**src/rtl/uart_sample_host_if.sv**
```systemverilog
// Bundles the command, serial and sample signals of uart_sample_host.
// The slave modport is the host-block side; master is the driver side.
interface uart_sample_host_if;
    logic        start_i;
    logic        busy_o;
    logic        tx_o;
    logic        rx_i;
    logic [11:0] sample_o;
    logic        sample_valid_o;
    logic        err_o;

    modport slave (
        input  start_i, rx_i,
        output busy_o, tx_o, sample_o, sample_valid_o, err_o
    );

    modport master (
        output start_i, rx_i,
        input  busy_o, tx_o, sample_o, sample_valid_o, err_o
    );
endinterface

```
**src/rtl/uart_sample_host.sv**
```systemverilog
// Host side of the ADC UART readout link: sends the start command byte
// and rebuilds 12-bit samples from the 2-byte frames that come back.
module uart_sample_host #(
    parameter int          CLK_FREQ     = 36_750_000,
    parameter int          BAUD         = 115_200,
    parameter logic [7:0]  START_CMD    = 8'h53,
    parameter logic [3:0]  HDR_NIBBLE   = 4'hA,
    parameter int          TIMEOUT_BITS = 20
) (
    input  logic               clk_i,
    input  logic               rst_i,
    uart_sample_host_if.slave  bus
);
    localparam int CPB       = CLK_FREQ / BAUD;
    localparam int HALF      = CPB / 2;
    localparam int CNT_W     = $clog2(CPB + 1);
    localparam int TMO_LIMIT = TIMEOUT_BITS * CPB;
    localparam int TMO_W     = $clog2(TMO_LIMIT + 1);

    typedef enum logic [1:0] {TX_IDLE, TX_START, TX_DATA, TX_STOP} tx_state_t;
    typedef enum logic [1:0] {RX_IDLE, RX_START, RX_DATA, RX_STOP} rx_state_t;
    typedef enum logic       {FR_WAIT_HI, FR_WAIT_LO} fr_state_t;

    // ---------------- transmitter ----------------
    tx_state_t         r_tx_state, w_tx_state_next;
    logic [CNT_W-1:0]  r_tx_cnt;
    logic [2:0]        r_tx_bit;
    logic [7:0]        r_tx_shift;
    logic              w_tx_bit_end;

    assign w_tx_bit_end = (r_tx_cnt == CNT_W'(CPB - 1));

    always_ff @(posedge clk_i or posedge rst_i) begin
        if (rst_i) begin
            r_tx_state <= TX_IDLE;
            r_tx_cnt   <= '0;
            r_tx_bit   <= '0;
            r_tx_shift <= START_CMD;
        end else begin
            r_tx_state <= w_tx_state_next;
            if (r_tx_state == TX_IDLE) begin
                r_tx_cnt   <= '0;
                r_tx_bit   <= '0;
                r_tx_shift <= START_CMD;
            end else if (w_tx_bit_end) begin
                r_tx_cnt <= '0;
                if (r_tx_state == TX_DATA) begin
                    r_tx_shift <= r_tx_shift >> 1;
                    r_tx_bit   <= r_tx_bit + 3'd1;
                end
            end else begin
                r_tx_cnt <= r_tx_cnt + CNT_W'(1);
            end
        end
    end

    always_comb begin
        w_tx_state_next = r_tx_state;
        case (r_tx_state)
            TX_IDLE:  if (bus.start_i) w_tx_state_next = TX_START;
            TX_START: if (w_tx_bit_end) w_tx_state_next = TX_DATA;
            TX_DATA:  if (w_tx_bit_end && r_tx_bit == 3'd7) w_tx_state_next = TX_STOP;
            TX_STOP:  if (w_tx_bit_end) w_tx_state_next = TX_IDLE;
            default:  w_tx_state_next = TX_IDLE;
        endcase
    end

    always_comb begin
        bus.busy_o = (r_tx_state != TX_IDLE);
        case (r_tx_state)
            TX_START: bus.tx_o = 1'b0;
            TX_DATA:  bus.tx_o = r_tx_shift[0];
            default:  bus.tx_o = 1'b1;
        endcase
    end

    // ---------------- receiver ----------------
    logic              r_rx_meta, r_rx_sync, r_rx_prev;
    rx_state_t         r_rx_state, w_rx_state_next;
    logic [CNT_W-1:0]  r_rx_cnt;
    logic [2:0]        r_rx_bit;
    logic [7:0]        r_rx_shift;
    logic              r_rx_break;
    logic              w_rx_fall, w_rx_bit_end, w_rx_half;
    logic              w_rx_start, w_rx_idle, w_byte_valid, w_frame_err;

    assign w_rx_fall    = r_rx_prev & ~r_rx_sync;
    assign w_rx_bit_end = (r_rx_cnt == CNT_W'(CPB - 1));
    assign w_rx_half    = (r_rx_cnt == CNT_W'(HALF - 1));

    always_ff @(posedge clk_i or posedge rst_i) begin
        if (rst_i) begin
            r_rx_meta  <= 1'b1;
            r_rx_sync  <= 1'b1;
            r_rx_prev  <= 1'b1;
            r_rx_state <= RX_IDLE;
            r_rx_cnt   <= '0;
            r_rx_bit   <= '0;
            r_rx_shift <= '0;
            r_rx_break <= 1'b0;
        end else begin
            r_rx_meta  <= bus.rx_i;
            r_rx_sync  <= r_rx_meta;
            r_rx_prev  <= r_rx_sync;
            r_rx_state <= w_rx_state_next;
            case (r_rx_state)
                RX_IDLE: begin
                    r_rx_cnt   <= '0;
                    r_rx_bit   <= '0;
                    r_rx_break <= 1'b0;
                end
                RX_START: r_rx_cnt <= w_rx_half ? '0 : r_rx_cnt + CNT_W'(1);
                RX_DATA: begin
                    if (w_rx_bit_end) begin
                        r_rx_cnt   <= '0;
                        r_rx_shift <= {r_rx_sync, r_rx_shift[7:1]};
                        r_rx_bit   <= r_rx_bit + 3'd1;
                    end else begin
                        r_rx_cnt <= r_rx_cnt + CNT_W'(1);
                    end
                end
                RX_STOP: begin
                    // A low stop bit latches r_rx_break until the line idles high again.
                    if (!r_rx_break) begin
                        if (w_rx_bit_end) begin
                            r_rx_cnt   <= '0;
                            r_rx_break <= ~r_rx_sync;
                        end else begin
                            r_rx_cnt <= r_rx_cnt + CNT_W'(1);
                        end
                    end
                end
                default: r_rx_cnt <= '0;
            endcase
        end
    end

    always_comb begin
        w_rx_state_next = r_rx_state;
        case (r_rx_state)
            RX_IDLE:  if (w_rx_fall) w_rx_state_next = RX_START;
            RX_START: if (w_rx_half) w_rx_state_next = r_rx_sync ? RX_IDLE : RX_DATA;
            RX_DATA:  if (w_rx_bit_end && r_rx_bit == 3'd7) w_rx_state_next = RX_STOP;
            RX_STOP: begin
                if (r_rx_break) begin
                    if (r_rx_sync) w_rx_state_next = RX_IDLE;
                end else if (w_rx_bit_end && r_rx_sync) begin
                    w_rx_state_next = RX_IDLE;
                end
            end
            default:  w_rx_state_next = RX_IDLE;
        endcase
    end

    always_comb begin
        w_rx_idle    = (r_rx_state == RX_IDLE);
        w_rx_start   = w_rx_idle & w_rx_fall;
        w_byte_valid = (r_rx_state == RX_STOP) & ~r_rx_break & w_rx_bit_end & r_rx_sync;
        w_frame_err  = (r_rx_state == RX_STOP) & ~r_rx_break & w_rx_bit_end & ~r_rx_sync;
    end

    // ---------------- frame assembly ----------------
    fr_state_t         r_fr_state, w_fr_state_next;
    logic [3:0]        r_hi;
    logic [TMO_W-1:0]  r_tmo_cnt;
    logic [11:0]       r_sample;
    logic              r_sample_valid, r_err;
    logic              w_hdr_ok, w_timeout, w_sample_load, w_err_next;

    assign w_hdr_ok = (r_rx_shift[7:4] == HDR_NIBBLE);
    // A start bit detected on the expiry cycle takes precedence over the timeout.
    assign w_timeout = (r_fr_state == FR_WAIT_LO) & w_rx_idle & ~w_rx_start
                     & (r_tmo_cnt == TMO_W'(TMO_LIMIT - 1));

    always_ff @(posedge clk_i or posedge rst_i) begin
        if (rst_i) begin
            r_fr_state     <= FR_WAIT_HI;
            r_hi           <= '0;
            r_tmo_cnt      <= '0;
            r_sample       <= '0;
            r_sample_valid <= 1'b0;
            r_err          <= 1'b0;
        end else begin
            r_fr_state     <= w_fr_state_next;
            r_sample_valid <= w_sample_load;
            r_err          <= w_err_next;
            if (r_fr_state == FR_WAIT_HI && w_byte_valid && w_hdr_ok)
                r_hi <= r_rx_shift[3:0];
            if (w_sample_load)
                r_sample <= {r_hi, r_rx_shift};
            if (r_fr_state == FR_WAIT_HI)
                r_tmo_cnt <= '0;
            else if (w_rx_idle && !w_rx_start)
                r_tmo_cnt <= r_tmo_cnt + TMO_W'(1);
        end
    end

    always_comb begin
        w_fr_state_next = r_fr_state;
        case (r_fr_state)
            FR_WAIT_HI: if (w_byte_valid && w_hdr_ok) w_fr_state_next = FR_WAIT_LO;
            FR_WAIT_LO: if (w_byte_valid || w_frame_err || w_timeout) w_fr_state_next = FR_WAIT_HI;
            default:    w_fr_state_next = FR_WAIT_HI;
        endcase
    end

    always_comb begin
        w_sample_load = (r_fr_state == FR_WAIT_LO) & w_byte_valid;
        w_err_next    = w_frame_err | w_timeout
                      | ((r_fr_state == FR_WAIT_HI) & w_byte_valid & ~w_hdr_ok);
    end

    assign bus.sample_o       = r_sample;
    assign bus.sample_valid_o = r_sample_valid;
    assign bus.err_o          = r_err;
endmodule
```
**src/flat_wrapper.sv**
```systemverilog
// flat-port wrapper written by rule: the top's interface ports become plain ports
module uart_sample_host_flat 
#(
    parameter int          CLK_FREQ     = 36_750_000,
    parameter int          BAUD         = 115_200,
    parameter logic [7:0]  START_CMD    = 8'h53,
    parameter logic [3:0]  HDR_NIBBLE   = 4'hA,
    parameter int          TIMEOUT_BITS = 20
)
  (clk_i, rst_i, bus_start_i, bus_rx_i, bus_busy_o, bus_tx_o, bus_sample_o, bus_sample_valid_o, bus_err_o);
  uart_sample_host_if bus_i ();
  input  logic clk_i;
  input  logic rst_i;
  input wire logic [$bits(bus_i.start_i)-1:0] bus_start_i;
  input wire logic [$bits(bus_i.rx_i)-1:0] bus_rx_i;
  output wire logic [$bits(bus_i.busy_o)-1:0] bus_busy_o;
  output wire logic [$bits(bus_i.tx_o)-1:0] bus_tx_o;
  output wire logic [$bits(bus_i.sample_o)-1:0] bus_sample_o;
  output wire logic [$bits(bus_i.sample_valid_o)-1:0] bus_sample_valid_o;
  output wire logic [$bits(bus_i.err_o)-1:0] bus_err_o;
  assign bus_i.start_i = bus_start_i;
  assign bus_i.rx_i = bus_rx_i;
  assign bus_busy_o = bus_i.busy_o;
  assign bus_tx_o = bus_i.tx_o;
  assign bus_sample_o = bus_i.sample_o;
  assign bus_sample_valid_o = bus_i.sample_valid_o;
  assign bus_err_o = bus_i.err_o;
  uart_sample_host #(.CLK_FREQ(CLK_FREQ), .BAUD(BAUD), .START_CMD(START_CMD), .HDR_NIBBLE(HDR_NIBBLE), .TIMEOUT_BITS(TIMEOUT_BITS)) u_core (.clk_i(clk_i), .rst_i(rst_i), .bus(bus_i));
endmodule
```
**config.mk**
```make
export PLATFORM = sky130hd
export DESIGN_NAME = uart_sample_host_flat
export DESIGN_NICKNAME = d
export VERILOG_FILES = /design/src/rtl/uart_sample_host_if.sv /design/src/rtl/uart_sample_host.sv /design/src/flat_wrapper.sv
export SDC_FILE = /design/constraint.sdc
export NUM_CORES = 1
export LEC_CHECK = 0
export ABC_AREA = 1
export BUFFER_PORTS_ARGS = -buffer_cell sky130_fd_sc_hd__buf_2
export CORE_AREA = 3 3 131 133
export DETAILED_ROUTE_END_ITERATION = 8
export DIE_AREA = 0 0 134 136
export PLACE_DENSITY_LB_ADDON = 0.12
export SLEW_MARGIN = 20
export SYNTH_ARGS = -nofsm -noshare
export SYNTH_HDL_FRONTEND = slang
export SYNTH_SLANG_ARGS = --single-unit
```
**constraint.sdc**
```tcl
create_clock -name clk_i -period 7.77 [get_ports clk_i]
set_clock_uncertainty 0.1 [all_clocks]
set_input_delay 1.9425 -clock clk_i [delete_from_list [all_inputs] [get_ports clk_i]]
set_output_delay 1.9425 -clock clk_i [all_outputs]
set_load 0.01 [all_outputs]
```
==> flow_summary.yaml, run 1 <==
critical_path:
  critical_path_class: "register to output port"
  cp.required_ns: 5.73
  cp-start-kind: "register"
  cp_slowest_cell: "dfrtp_1"
  cp_num_buf_inv: 3
  cp-end-kind: "output port"
  cp_top_family: "buffers and inverters"
  max_stage_delay_ns: 0.40
  cp_max_fo: 10
  worstPathArrival_ns: 1.47
  path_cells: "inv_1, ha_1, inv_2, buf_2"
run_status:
  status: "finished, final reports clean"
sta:
  finalHoldViolCount: 0
  tightestPinTransition_ns: 0.638
  min_period_ns: 3.51
  whs_ns: 0.257
  fin_crit_sh: 0.452
  finalSetupViolations: 0
  fmax_ghz: 0.285
  slew_headroom: 0.575
  rsz0062_at_grt: "false"
  final-max-slew-violation-count: 0
  totalNegativeSetupSlack_ns: 0
clock_network:
  ctsHoldBuffers: 0
  cts_resized: 0
  cts_tree: "done"
  path_clk_slew_ns: 0.06
  cts_htree_levels: 3
  clk_latency_ns: 0.33
  cts.path.max_buffers: 2
  numClockSinks: 79
  cts_post_setup_buffers_inserted: 0
  root_buffer: "clkbuf_16"
  cts_buffers: 9
logic_synthesis:
  synth-main-ff-cell: "dfrtp_1"
  syn_nets: 480
  ys_ff_latch: 79
  yosysSeqAreaShare: 0.500
  syn_area_mm2: 0.00397
  synth-edff-count: 0
  ys_types: 35
  synthCells: 459
  synth-async-reset-ratio: 1.00
  syn_avg_cell_area_um2: 8.65
  yosys_warnings: 0
drt:
  drt-pass1-iter-count: 4
  via_count: 2936
  vias_per_cell: 4.17
  wl_um: 8220
  drt_iter0_markers: 185
  drc: 0
  post_drt_wl_per_cell_um: 11.7
  final_antenna_net_count: 0
grt:
  grt_pass1_wl_um: 14300
  grt_max_degree: 51
  grt_remaining_overflow: 0
  antenna_found_initial: 0
  first_global_vias: 2911
  gr-usage-all-layers: 0.0973
power:
  power_leakage_nw: 2.14
  pwr-share-comb: 0.239
  p_int_w: 0.000885
  p_sw_frac: 0.318
  ir_worst_vdd_mv: 0.118
  clkPwrFrac: 0.378
  p_sw_w: 0.000412
  seqPwrFrac: 0.383
  power_density_mw_per_mm2: 280
placed_design:
  numPortBuffers: 19
  routabilityCongestion: 0.744
  place_hpwl_um: 5810
finish:
  area_growth_pct: 16.7
  finalNetCount: 504
  n_antenna_cell: 0
  drive_above_1_share: 0.166
floorplanning:
  die_y_um: 136
  ios: 20
  core_mm2: 0.0159
  start_util: 0.249
  design.die.area_mm2: 0.0182
  chipWidth_um: 134
  rows: 46
min_path:
  hold_path_class: "register to register"
run:
  maxCapViolations: 0
-- path summary, 6_finish.rpt --
check / end / slack [ns] / start / depth (start not counted)
hold / removal: u_core.r_rx_sync / 0.26 / u_core.r_rx_meta / 0
setup reg to reg: u_core.bus.sample_o[10] / 5.88 / u_core.r_rx_state[0] / 9
min in group asynchronous: u_core.r_tx_cnt[2] / 1.54 / rst_i / 2
hold reg to reg: u_core.r_rx_sync / 0.26 / u_core.r_rx_meta / 0
max in group asynchronous: u_core.bus.sample_o[11] / 5.00 / rst_i / 3
setup / recovery: bus_busy_o / 4.26 / u_core.r_tx_state[0] / 4
-- cell usage in the layout, fill, tap and decap left out, types with 2 or more instances in the layout --
master     instances
dfstp_2            7
nor3b_1            2
nor2_1            45
a21oi_1            8
nand3b_1           2
buf_2             19
nand4_1            8
or2_2              3
o21ai_2           16
clkinv_4           3
nor3_1             6
bufinv_16          3
clkinv_2           2
nand2_2            3
ha_1              17
nand2_4            4
xnor2_1            2
inv_2              3
xor2_1             7
nor4_1             3
clkbuf_16          9
o21ai_1           12
inv_1             49
nor3_2             2
nand3_2            2
nand3_1           28
nor2_4             2
nand2_1          121
o21ai_0           20
dfrtp_1           72
-- Yosys cell counts (7+ instances only) --
cell / count / area, um^2
nand2_1: 121 / 454
dfrtp_1: 72 / 1800
inv_1: 50 / 188
nor2_1: 45 / 169
nand3_1: 28 / 140
o21ai_0: 20 / 100
ha_1: 17 / 213
o21ai_2: 16 / 140
o21ai_1: 12 / 60.1
a21oi_1: 8 / 40.0
nand4_1: 8 / 50.1
dfstp_2: 7 / 184
xor2_1: 7 / 61.3
-- worst reg2reg max path: cells and delay by family, from the launching register on --
| kind | cells | cell delay, ns |
|---|---|---|
| adder cells (fa/ha/maj) | 1 | 0.26 |
| buffers and inverters | 2 | 0.23 |
| flip-flops | 1 | 0.43 |
| AND/OR/NAND/NOR | 6 | 0.83 |
-- logic make-up (layout without fill, tap and decap cells) --
group,count (synthesis),count (layout),synth area share
AO/OA/AOI/OAI,60,60,0.0952
XOR/XNOR,9,9,0.0198
adder cells (fa/ha/maj),17,17,0.0536
buffers and inverters,60,89,0.0646
flip-flops,79,79,0.500
multiplexers,1,1,0.00252
AND/OR/NAND/NOR,233,233,0.264
-- stage by stage --
stage	setup WS [ns]	power [W]	cells	util	area, um^2
after floorplan	3.72	0.000750	459	-	3970
after global placement	4.52	0.000817	688	0.269	4290
after detailed placement	4.50	0.000822	688	0.269	4290
after CTS	4.22	0.00133	704	0.291	4630
after global routing	4.15	0.00139	704	0.291	4630
final	4.26	0.00130	704	0.291	4630
-- routing by layer --
| layer | vias up | GRT usage | wire [um] |
|---|---|---|---|
| met4 | 0 | 0.0394 | 133 |
| met3 | 8 | 0.0237 | 168 |
| met2 | 19 | 0.145 | 3690 |
| met5 | - | 0 | 0 |
| li1 | 1528 | - | - |
| met1 | 1381 | 0.135 | 4230 |
-- sequential cells by signal, summed over array words and instances, names as in the netlist, 2 cells and up, named ones only --
register	flops
u_core.r_hi	4
u_core.r_rx_bit	3
u_core.r_tx_shift	7
u_core.r_tx_state	2
u_core.bus.sample_o	12
u_core.r_rx_shift	8
u_core.r_rx_cnt	9
u_core.r_tmo_cnt	13
u_core.r_tx_cnt	9
u_core.r_tx_bit	3
-- power groups by stage --
stage	sequential [W]	combinational, W	clock [W]
2_1_floorplan	0.000496	0.000254	0
3_3_place_gp	0.000504	0.000313	0
3_5_place_dp	0.000505	0.000317	0
4_1_cts	0.000498	0.000319	0.000510
5_1_grt	0.000504	0.000359	0.000528
6_report	0.000497	0.000310	0.000490
-- cell type report --
| type | instances | area (um^2) |
|---|---|---|
| clock inverters | 7 | 121 |
| clock buffers | 9 | 225 |
| repair buffers | 20 | 103 |
| inverters | 53 | 200 |
| multi-input cells | 320 | 1730 |
| flip-flops and latches | 79 | 1990 |
| fillers | 1748 | 11300 |
| well taps | 216 | 270 |
(Power assumes the default switching activity.)
==> inputs of run 2 (changes only) <==
==> constraint.sdc (replaced) <==
create_clock -name clk_i -period 3.2 [get_ports clk_i]
set_clock_uncertainty 0.1 [all_clocks]
set_input_delay 0.8 -clock clk_i [delete_from_list [all_inputs] [get_ports clk_i]]
set_output_delay 0.8 -clock clk_i [all_outputs]
set_load 0.01 [all_outputs]
==> flow_summary.yaml, run 2 (synthesis results as in run 1) <==
power:
  power_density_mw_per_mm2: 656
  power_leakage_nw: 2.12
  ir_worst_vdd_mv: 0.242
drt:
  final_antenna_net_count: 0
  drc: 0
  vias_per_cell: 4.19
  wl_um: 8180
  drt-pass1-iter-count: 4
  post_drt_wl_per_cell_um: 11.6
  via_count: 2947
  drt_iter0_markers: 169
sta:
  fin_crit_sh: 0.743
  rsz0062_at_grt: "false"
  finalSetupViolations: 0
  finalHoldViolCount: 0
  min_period_ns: 2.38
  fmax_ghz: 0.421
  totalNegativeSetupSlack_ns: 0
  tightestPinTransition_ns: 0.555
  slew_headroom: 0.630
  final-max-slew-violation-count: 0
finish:
  mostFrequentLayoutCells: "nand2_1, dfrtp_1, inv_1, nor2_1, nand3_1"
  finalNetCount: 504
  regMostFlops: "u_core.r_tmo_cnt"
  area_growth_pct: 16.0
  largest_reg_flops: 13
  layout.area.seq_mm2: 0.00199
  final_util: 0.289
  final.fill_count: 1734
  n_antenna_cell: 0
  multiInputGateArea_mm2: 0.00173
  drive_above_1_share: 0.166
  layout_commonest_cell: "nand2_1"
critical_path:
  r2r_end: "u_core.r_rx_cnt[7]"
  cp-start-kind: "register"
  cp_max_fo: 10
  critical_path_class: "register to output port"
  r2r-start: "u_core.r_rx_state[0]"
  worstPathArrival_ns: 1.48
  cp-end-kind: "output port"
  cp.required_ns: 2.30
  ff2ff_setup_slack_ns: 1.30
  worstRegToRegCells: 7
clock_network:
  cts_post_setup_buffers_inserted: 0
  cts_buffers: 9
  cts_resized: 0
  numClockSinks: 79
  ctsHoldBuffers: 0
  cts.path.max_buffers: 2
  path_clk_slew_ns: 0.06
  clk_latency_ns: 0.34
  cts_tree: "done"
  cts_htree_levels: 3
  root_buffer: "clkbuf_16"
min_path:
  holdCritStartpoint: "u_core.r_rx_meta"
  worstHoldEndpoint: "u_core.r_rx_sync"
  hold_path_depth: 0
  hold_path_class: "register to register"
run:
  maxCapViolations: 0
grt:
  antenna_found_initial: 0
  grt_remaining_overflow: 0
  first_global_vias: 2929
  grt_pass1_wl_um: 14400
  gr-usage-all-layers: 0.0979
  grt_max_degree: 62
floorplanning:
  ios: 20
  design.die.area_mm2: 0.0182
  start_util: 0.249
  rows: 46
  chipWidth_um: 134
  die_y_um: 136
  core_mm2: 0.0159
placed_design:
  place_hpwl_um: 5770
  numPortBuffers: 19
  routabilityCongestion: 0.755
run_status:
  status: "finished, final reports clean"
-- run 2: cell types whose count changed in the layout (fill, tap and decap cells not counted), sizes merged --
cell | previous run | this run
bufinv | 3 | 1
clkinv | 5 | 3
inv | 52 | 55
clkinvlp | 0 | 1
-- run 2: critical path, stage by stage (launching register included) --
cell	delay, ns
dfrtp_1	0.39
inv_1	0.08
ha_1	0.29
inv_2	0.21
buf_2	0.17
-- run 2: final cells by class --
class                   instances  share of cell area
flip-flops and latches         79               0.431
multi-input cells             320               0.375
well taps                     216              0.0587
clock buffers                   9              0.0489
inverters                      53              0.0435
repair buffers                 20              0.0250
clock inverters                 7              0.0174
-- run 2: power by group --
| part | total (W) | switching [W] | internal (W) |
|---|---|---|---|
| clock network | 0.00106 | 0.000448 | 0.000615 |
| registers | 0.00121 | 0.0000818 | 0.00112 |
| logic | 0.000750 | 0.000492 | 0.000258 |
| total | 0.00302 | 0.00102 | 0.00200 |
-- run 2: metal layers --
metal  routed length, um  part of all wire  global-route usage
met5                   0                 0                   0
met1                4130              0.50               0.132
met4                 136             0.017              0.0377
met2                3670              0.45               0.147
met3                 242             0.030              0.0303
-- run 2: metrics by stage --
stage                     setup WS (ns)  power, W  hold slack [ns]  cells  cell area, um^2
after floorplan                   0.288   0.00182            0.245    459             3970
after global placement             1.23   0.00199            0.248    688             4300
after detailed placement           1.17   0.00199            0.250    688             4300
after CTS                         0.792   0.00309            0.259    704             4610
after global routing              0.695   0.00325            0.264    704             4610
final                             0.823   0.00302            0.258    704             4610
-- run 2: how the worst max path moves through the flow --
stage                               startpoint  cells past startpoint                         end  slack (ns)
after floorplan                          rst_i                      1  asynchronous set/reset pin        0.29
after global placement    u_core.r_tx_state[0]                      4                  bus_busy_o        1.23
after detailed placement  u_core.r_tx_state[0]                      4                  bus_busy_o        1.17
after CTS                 u_core.r_tx_state[0]                      4                  bus_busy_o        0.79
after global routing      u_core.r_tx_state[1]                      4                  bus_busy_o        0.70
final                     u_core.r_tx_state[0]                      4                  bus_busy_o        0.82
==> inputs of run 3 (changes only) <==
--- a/config.mk
+++ b/config.mk
@@ -5,11 +5,11 @@
 export SDC_FILE = /design/constraint.sdc
 export NUM_CORES = 1
 export LEC_CHECK = 0
-export ABC_AREA = 1
+export ABC_AREA = 0
 export BUFFER_PORTS_ARGS = -buffer_cell sky130_fd_sc_hd__buf_2
-export CORE_AREA = 3 3 131 133
+export CORE_AREA = 3 3 127 129
 export DETAILED_ROUTE_END_ITERATION = 8
-export DIE_AREA = 0 0 134 136
+export DIE_AREA = 0 0 130 132
 export PLACE_DENSITY_LB_ADDON = 0.12
 export SLEW_MARGIN = 20
 export SYNTH_ARGS = -nofsm -noshare
==> constraint.sdc (replaced) <==
create_clock -name clk_i -period 1.95 [get_ports clk_i]
set_clock_uncertainty 0.1 [all_clocks]
set_input_delay 0.4875 -clock clk_i [delete_from_list [all_inputs] [get_ports clk_i]]
set_output_delay 0.4875 -clock clk_i [all_outputs]
set_load 0.01 [all_outputs]
==> flow_summary.yaml, run 3 <==
run_status:
  status: "finished, final reports clean"
logic_synthesis:
  syn_avg_cell_area_um2: 11.5
  synthCells: 326
  ys_types: 52
  synth.most_common_cell: "dfrtp_1"
  synth_top_cells_by_area: "dfrtp_1, mux2_2, ha_1, dfstp_2, xor2_1"
  yosys_warnings: 0
  yosys.area.top_type: "dfrtp_1"
  synth_common_cells: "dfrtp_1, nor2_1, nand2_1"
  ys_ff_latch: 79
  synth-async-reset-ratio: 1.00
  synth-edff-count: 0
  synth_top_cell_area_share: 0.479
  synth-main-ff-cell: "dfrtp_1"
  yosysSeqAreaShare: 0.527
  syn_area_mm2: 0.00376
  syn_nets: 347
grt:
  antenna_found_initial: 0
  first_global_vias: 2536
  grt_pass1_wl_um: 12800
  grt_remaining_overflow: 0
  gr-usage-all-layers: 0.0951
  grt_max_degree: 36
finish:
  regMostFlops: "u_core.r_tmo_cnt"
  drive_above_1_share: 0.310
  n_antenna_cell: 0
  finalNetCount: 398
  post-route-cell-area_mm2: 0.00470
  mostFrequentLayoutCells: "dfrtp_1, nor2_1, nand2_1, buf_4, mux2_2"
  area_growth_pct: 24.8
  layout_commonest_cell: "dfrtp_1"
  largest_reg_flops: 13
critical_path:
  worstPathArrival_ns: 1.30
  cp-start-kind: "register"
  worstRegToRegCells: 8
  cp_slowest_cell: "dfrtp_1"
  cp.required_ns: 1.36
  cp-end-kind: "output port"
  max_stage_delay_ns: 0.41
  path_cells: "inv_2, ha_4, mux2i_1, buf_2"
  cp_max_fo: 3
  critical_path_class: "register to output port"
drt:
  via_count: 2505
  drt-pass1-iter-count: 5
  final_antenna_net_count: 0
  drt_iter0_markers: 140
  drc: 0
  vias_per_cell: 4.40
  post_drt_wl_per_cell_um: 13.4
  wl_um: 7600
clock_network:
  clk_latency_ns: 0.34
  cts_tree: "done"
  cts.path.max_buffers: 2
  numClockSinks: 79
  cts_htree_levels: 3
  path_clk_slew_ns: 0.06
  root_buffer: "clkbuf_16"
  cts_buffers: 9
  ctsHoldBuffers: 0
power:
  power_leakage_nw: 2.35
  power_density_mw_per_mm2: 1120
  ir_worst_vdd_mv: 0.457
placed_design:
  place_hpwl_um: 5130
  place_area_mm2: 0.00424
  routabilityCongestion: 0.727
  place_ws_ns: 0.0304
  numPortBuffers: 19
sta:
  whs_ns: 0.0619
  tightestPinTransition_ns: 0.475
  finalHoldViolCount: 0
  totalNegativeSetupSlack_ns: 0
  rsz0062_at_grt: "true"
  fin_ws_ns: 0.0603
  min_period_ns: 1.89
  fin_crit_sh: 0.969
  final-max-slew-violation-count: 0
  slew_headroom: 0.683
  finalSetupViolations: 0
  fmax_ghz: 0.529
floorplanning:
  die_y_um: 132
  core_mm2: 0.0151
  rows: 45
  design.die.area_mm2: 0.0172
  chipWidth_um: 130
  ios: 20
  start_util: 0.249
run:
  maxCapViolations: 0
min_path:
  hold_path_class: "primary input to asynchronous set/reset pin"
[run 3: changes by cell type in the layout (fill, tap and decap cells not counted), sizes merged, moves of 6 or more]
cell,delta
xor2,+11
nor3,-6
o21ai,-36
nand3,-21
nor2,-12
and3,+6
a21oi,-6
buf,+29
and4,+6
nand4,+7
nand2,-97
inv,-45
mux2,+26
[run 3: worst paths after layout]
kind / start / to / slack [ns]
worst max-delay path: u_core.r_tx_state[0] / bus_tx_o / 0.06
worst min-delay path: rst_i / u_core.r_tx_bit[1] / 0.06
worst max register to register: u_core.r_rx_cnt[0] / u_core.r_hi[1] / 0.11
worst min register to register: u_core.r_rx_meta / u_core.r_rx_sync / 0.26
max in group asynchronous: rst_i / u_core.r_rx_prev / 1.09
min in group clk_i: bus_rx_i / u_core.r_rx_meta / 0.15
[run 3: what timing repair did]
action,in CTS,in global routing
pin swaps,0,4
gates resized for setup,4,9
setup endpoints to repair,1,25
buffers inserted,2,5
gates cloned,0,1
[run 3: final cells by class]
type	count	area [um^2]
Multi-Input combinational cell	226	1750
Inverter	12	50.0
Clock buffer	11	243
Tap cell	188	235
Sequential cell	79	1990
Fill cell	1529	10400
Clock inverter	4	70.1
Timing Repair Buffer	49	362
[run 3: metal layers]
| metal | routed length [um] | track usage | up-vias | share of wire |
|---|---|---|---|---|
| li1 | - | - | 1233 | - |
| met4 | 132 | 0.0450 | 0 | 0.017 |
| met5 | 0 | 0 | - | 0 |
| met2 | 3420 | 0.136 | 29 | 0.45 |
| met1 | 3760 | 0.130 | 1232 | 0.49 |
| met3 | 286 | 0.0304 | 11 | 0.038 |
[run 3: stage by stage]
step	total power (W)	util	cells
floorplan	0.00284	-	326
detailed placement	0.00333	0.280	546
global route	0.00559	0.310	569
CTS	0.00525	0.303	563
finish	0.00524	0.310	569
global placement	0.00333	0.280	546
[run 3: report_power, final]
group | switching, W | internal, W | total (W)
clock network | 0.000664 | 0.00115 | 0.00181
registers | 0.000128 | 0.00182 | 0.00195
logic | 0.000783 | 0.000706 | 0.00149
total | 0.00157 | 0.00367 | 0.00524
[run 3: kinds of logic after synthesis]
| logic type | after synthesis | synth area share |
|---|---|---|
| and+or+nand+nor | 124 | 0.187 |
| DFF | 79 | 0.527 |
| muxes | 30 | 0.0894 |
| AOI/OAI and AO/OA | 29 | 0.0558 |
| xor gates and xnor gates | 25 | 0.0582 |
| buffers and inverters | 22 | 0.0259 |
| adders and majority gates | 17 | 0.0565 |
[run 3: critical path, delay by kind of cell, from the launching register on]
family     cells  cell delay (ns)
fa+ha+maj      1             0.13
buf+inv        2             0.25
flops          1             0.41
mux            1             0.17
